[config.mk]
export PLATFORM = sky130hd
export DESIGN_NAME = rr_arbiter_mux
export DESIGN_NICKNAME = d
export VERILOG_FILES = /design/src/rtl/rr_arbiter_mux.sv
export SDC_FILE = /design/constraint.sdc
export NUM_CORES = 1
export LEC_CHECK = 0
export ABC_AREA = 1
export BUFFER_PORTS_ARGS = -buffer_cell sky130_fd_sc_hd__buf_4
export CAP_MARGIN = 5
export CORE_ASPECT_RATIO = 1.2
export CORE_MARGIN = 4
export CORE_UTILIZATION = 30
export DETAILED_ROUTE_END_ITERATION = 10
export PLACE_DENSITY_LB_ADDON = 0.15
export SLEW_MARGIN = 40
export SYNTH_ARGS = -nofsm -noshare
export SYNTH_HDL_FRONTEND = slang
export SYNTH_SLANG_ARGS = --single-unit
[constraint.sdc]
create_clock -name clk -period 4.82 [get_ports clk]
set_clock_uncertainty 0.2 [all_clocks]
set_input_delay 0.482 -clock clk [delete_from_list [all_inputs] [get_ports clk]]
set_output_delay 0.482 -clock clk [all_outputs]
set_load 0.01 [all_outputs]
[src/rtl/rr_arbiter_mux.sv]
// N-channel WIDTH-bit multiplexor with built-in round-robin or fixed-priority
// selection and a one-entry registered valid/ready output stage.
module rr_arbiter_mux #(
  parameter int WIDTH       = 8,
  parameter int N           = 4,
  parameter int ROUND_ROBIN = 1,
  parameter int SEL_W       = $clog2(N)
) (
  input  logic                 clk,
  input  logic                 rst_n,
  input  logic [N*WIDTH-1:0]   in_data,
  input  logic [N-1:0]         in_valid,
  output logic [N-1:0]         in_ready,
  output logic [WIDTH-1:0]     out_data,
  output logic [SEL_W-1:0]     out_sel,
  output logic                 out_valid,
  input  logic                 out_ready
);

  localparam int unsigned NU = N;

  typedef enum logic {S_EMPTY, S_FULL} state_t;

  state_t           r_state;
  state_t           w_state_nxt;
  logic [WIDTH-1:0] r_data;
  logic [SEL_W-1:0] r_sel;
  logic [SEL_W-1:0] r_ptr;

  logic [SEL_W-1:0] w_gnt;
  logic [WIDTH-1:0] w_gnt_data;
  logic             w_found;
  logic             w_space;
  logic             w_load;
  int unsigned      w_dist;
  int unsigned      w_best_dist;

  // Winner is the valid channel closest to ptr going upward (mod N); in
  // fixed-priority mode the distance is simply the channel index.
  always_comb begin
    w_found     = 1'b0;
    w_gnt       = '0;
    w_gnt_data  = '0;
    w_best_dist = NU;
    w_dist      = 0;
    for (int unsigned i = 0; i < NU; i++) begin
      if (ROUND_ROBIN != 0) begin
        w_dist = (i + NU - 32'(r_ptr)) % NU;
      end else begin
        w_dist = i;
      end
      if (in_valid[i] && (w_dist < w_best_dist)) begin
        w_found     = 1'b1;
        w_best_dist = w_dist;
        w_gnt       = SEL_W'(i);
        w_gnt_data  = in_data[i*WIDTH +: WIDTH];
      end
    end
  end

  assign w_space = (r_state == S_EMPTY) || out_ready;
  assign w_load  = w_space && w_found;

  always_comb begin
    in_ready = '0;
    for (int unsigned i = 0; i < NU; i++) begin
      in_ready[i] = rst_n && w_load && (w_gnt == SEL_W'(i));
    end
  end

  always_comb begin
    w_state_nxt = r_state;
    case (r_state)
      S_EMPTY: if (w_load) w_state_nxt = S_FULL;
      S_FULL:  if (out_ready && !w_load) w_state_nxt = S_EMPTY;
      default: w_state_nxt = S_EMPTY;
    endcase
  end

  always_ff @(posedge clk or negedge rst_n) begin
    if (!rst_n) begin
      r_state <= S_EMPTY;
    end else begin
      r_state <= w_state_nxt;
    end
  end

  always_ff @(posedge clk or negedge rst_n) begin
    if (!rst_n) begin
      r_data <= '0;
      r_sel  <= '0;
      r_ptr  <= '0;
    end else if (w_load) begin
      r_data <= w_gnt_data;
      r_sel  <= w_gnt;
      if (ROUND_ROBIN != 0) begin
        r_ptr <= (w_gnt == SEL_W'(NU - 1)) ? '0 : w_gnt + SEL_W'(1);
      end
    end
  end

  assign out_data  = r_data;
  assign out_sel   = r_sel;
  assign out_valid = (r_state == S_FULL);

endmodule

==> summary.txt <==
Global route
  – Grt total ovfl: 0
  – Global routing's busiest layer: met2
  – Largest net degree at the start of global routing: 15
  – Antenna violations before repair: 0
  – Met3 Use GR: 2.39%
  – First-pass GRT wire length: 4.67 mm
  – Vias in the first global route: 1126
  – Global-route met1 utilization: 16.4%
  – Met2 Usage GRT: 19.0%
  – GRT Total Usage: 12.1%

Worst setup path
  – Reg2reg start: r_ptr[1]
  – WP data required: 4.14 ns
  – Crit path largest cell delay: 0.39 ns
  – CP arrival: 2.92 ns
  – Crit path launch: r_ptr[1]
  – Cell Chain, Critical Path: inv_2 > nand2_1 > nand3_2 > nand2_2 > clkinv_1 > a31oi_1 > ha_1 > nand2_1 > nand2_2 > nand2_4 > nand2_4 > nand2_1 > inv_1 > ha_1 > inv_1 > nor2_1 > buf_4
  – CP max-delay cell: dfrtp_1
  – CP delay by family, top: simple AND/OR/NAND/NOR gates
  – Crit end category: output pin
  – Critical Path Start Type: register
  – Critical Path Fanout Max: 13
  – WS Path Type: register to output pin
  – Buf/Inv on CP: 5
  – Most Frequent Cell on Critical Path: nand2_1

Clock tree
  – CTS tree: yes
  – Skew-Pair Late Insertion Delay: 0.24 ns
  – Cts bufs inserted: 3
  – Longest Clk Path Bufs: 2
  – Clock root buffer: clkbuf_8
  – Clock-pin slew on the worst setup and hold paths: 0.06 ns
  – Clock tree sinks: 13
  – CTS H-tree depth: 1
  – # Post-CTS Setup Buffers: 0

Placement
  – Final GP Congestion: 0.763
  – Port Buffers: 53
  – Post-Place Cell Area: 1530 µm²
  – HPWL after detailed placement: 2.34 mm

STA
  – RSZ-0062 raised after global routing: no
  – Final Max Tran Viols: 0
  – Final setup violating endpoints: 0
  – Setup_tns: 0 ns
  – Worst Tran Pin Value: 0.571 ns
  – Minimum clock period: 3.60 ns
  – Max Freq: 278 MHz
  – Final Cycle Share: 74.6%
  – Final hold vios: 0
  – Relative slew slack: 62.0%

Yosys
  – Mean cell area of the mapped netlist: 6.75 µm²
  – Mux share of post-synthesis cell area: 0%
  – Mapped Area: 1120 µm²
  – Register area share after synthesis: 29.1%
  – Largest family of logic cells by synthesized area: simple AND/OR/NAND/NOR gates
  – Top cell type's share of synthesized area: 29.1%
  – Yosys warning total: 0
  – Synth unique cells: 21
  – Fraction of the mapped netlist area in simple logic gates: 44.0%
  – Synth Net Count: 210
  – Xor/xnor cell area share of the yosys netlist: 0%
  – Top area cells in the synthesized netlist: dfrtp_1, nand2_1, nand3_1
  – #FFs+latches synth: 13
  – Area leader, netlist: dfrtp_1
  – Synth Area in Adders: 5.59%
  – Cells after Synth: 166
  – Compound-Gate Fraction of Synth Area: 6.70%

Detailed routing
  – Total number of vias: 1140
  – Via/cell ratio: 4.42
  – Routed wire length: 2.74 mm
  – DR iter-0 viols: 34
  – Post-route ant nets: 0
  – DRC Markers: 0
  – Drt wl/cell: 10.6 µm
  – Pre-antenna DRT Iters: 4

Power and ir drop
  – Switching pwr: 0.314 mW
  – Clock share of power: 13.4%
  – VDD IR-drop max: 0.119 mV
  – Leak Pwr: 0.910 nW
  – PwrDens: 450 nW/µm²
  – Register share of total power: 26.9%
  – Sw frac: 44.2%
  – Internal power: 0.397 mW
  – Combinational share of power: 59.7%

Floorplan
  – Chip width: 63.8 µm
  – Rows: 24
  – Die height: 74.9 µm
  – Die area: 4780 µm²
  – Initial Util: 31.1%
  – Core area: 3600 µm²
  – Num ports: 54

Cells and area
  – Register area: 325 µm²
  – Commonest non-fill, non-tap cell in the layout: buf_4
  – Layout cell share with drive strength beyond 1: 37.4%
  – # nets final: 264
  – P&R area growth vs syn: 41.2%
  – # diodes: 0
  – Fill count: 386
  – Multi-input logic area: 631 µm²
  – Commonest cells after routing, fill and taps aside: buf_4, nand2_1, inv_1
  – Final instance area: 1580 µm²

Hold path
  – Hold Path Class: input port to register
  – Worst hold path startpoint: out_ready

Run status
  – Outcome: complete, no violations

Flow run
  – Max Cap Viol: 0
[routing by layer]
layer	part of all wire (%)	vias to the layer above
li1	-	623
met1	48	471
met2	43	42
met3	8.3	4
met4	1.2	0
met5	0	-
[synthesized netlist by cell type, drive strengths merged]
cell type	n
nor2	6
buf	5
a21oi	2
nand3	32
nand2	59
ha	5
clkinv	1
dfrtp	13
inv	32
a31oi	3
o21ai	6
or2	1
a221oi	1
[final cells by class]
cell class	instances	area share, %
inverters	33	7.83
repair buffers	54	25.8
well taps	39	3.09
multi-input cells	115	39.9
flip-flops and latches	13	20.6
clock buffers	4	2.85
[state kept, by name, indices dropped and copies added, names as in the netlist]
register and cells:
out_valid 1, r_ptr 2, out_data 8, out_sel 2
[power groups by stage]
stage          Clock, mW  Sequential, mW  Combinational (mW)
6_report          0.0954           0.192               0.424
5_1_grt            0.104           0.201               0.486
4_1_cts           0.0992           0.193               0.431
3_5_place_dp           0           0.194               0.430
3_3_place_gp           0           0.194               0.428
2_1_floorplan          0           0.209               0.281
[through the flow]
step | setup slack [ns] | instances | utilization, % | hold slack [ns] | total power [mW]
2_1_floorplan | 2.00 | 166 | - | -0.0136 | 0.490
3_3_place_gp | 1.48 | 253 | 42.4 | 0.140 | 0.622
3_5_place_dp | 1.43 | 253 | 42.4 | 0.144 | 0.624
4_1_cts | 1.19 | 258 | 43.9 | 0.247 | 0.723
5_1_grt | 0.915 | 258 | 43.9 | 0.280 | 0.790
6_report | 1.22 | 258 | 43.9 | 0.246 | 0.711
[cell families (layout without fill, tap and decap cells)]
| group | count (synthesis) | count (layout) |
|---|---|---|
| fa+ha+maj | 5 | 5 |
| buf+inv | 38 | 91 |
| compound gates | 12 | 12 |
| flops | 13 | 13 |
| simple gates | 98 | 98 |
[repair_timing]
item                                    in CTS  in global routing
resized for setup                            0                  0
endpoints found under the setup margin       0                  0
hold buffers                                 1                  0
hold endpoints to repair                    13                  0
[final timing paths]
kind,endpoint,slack [ns],cells after the start
min in group asynchronous,out_valid,0.43,2
min,out_valid,0.25,2
max reg2reg,r_ptr[1],1.80,15
max in group asynchronous,out_data[2],3.83,2
max,in_ready[2],1.22,17
min reg2reg,out_data[6],0.28,2
Power figures use the tool's default switching activity.
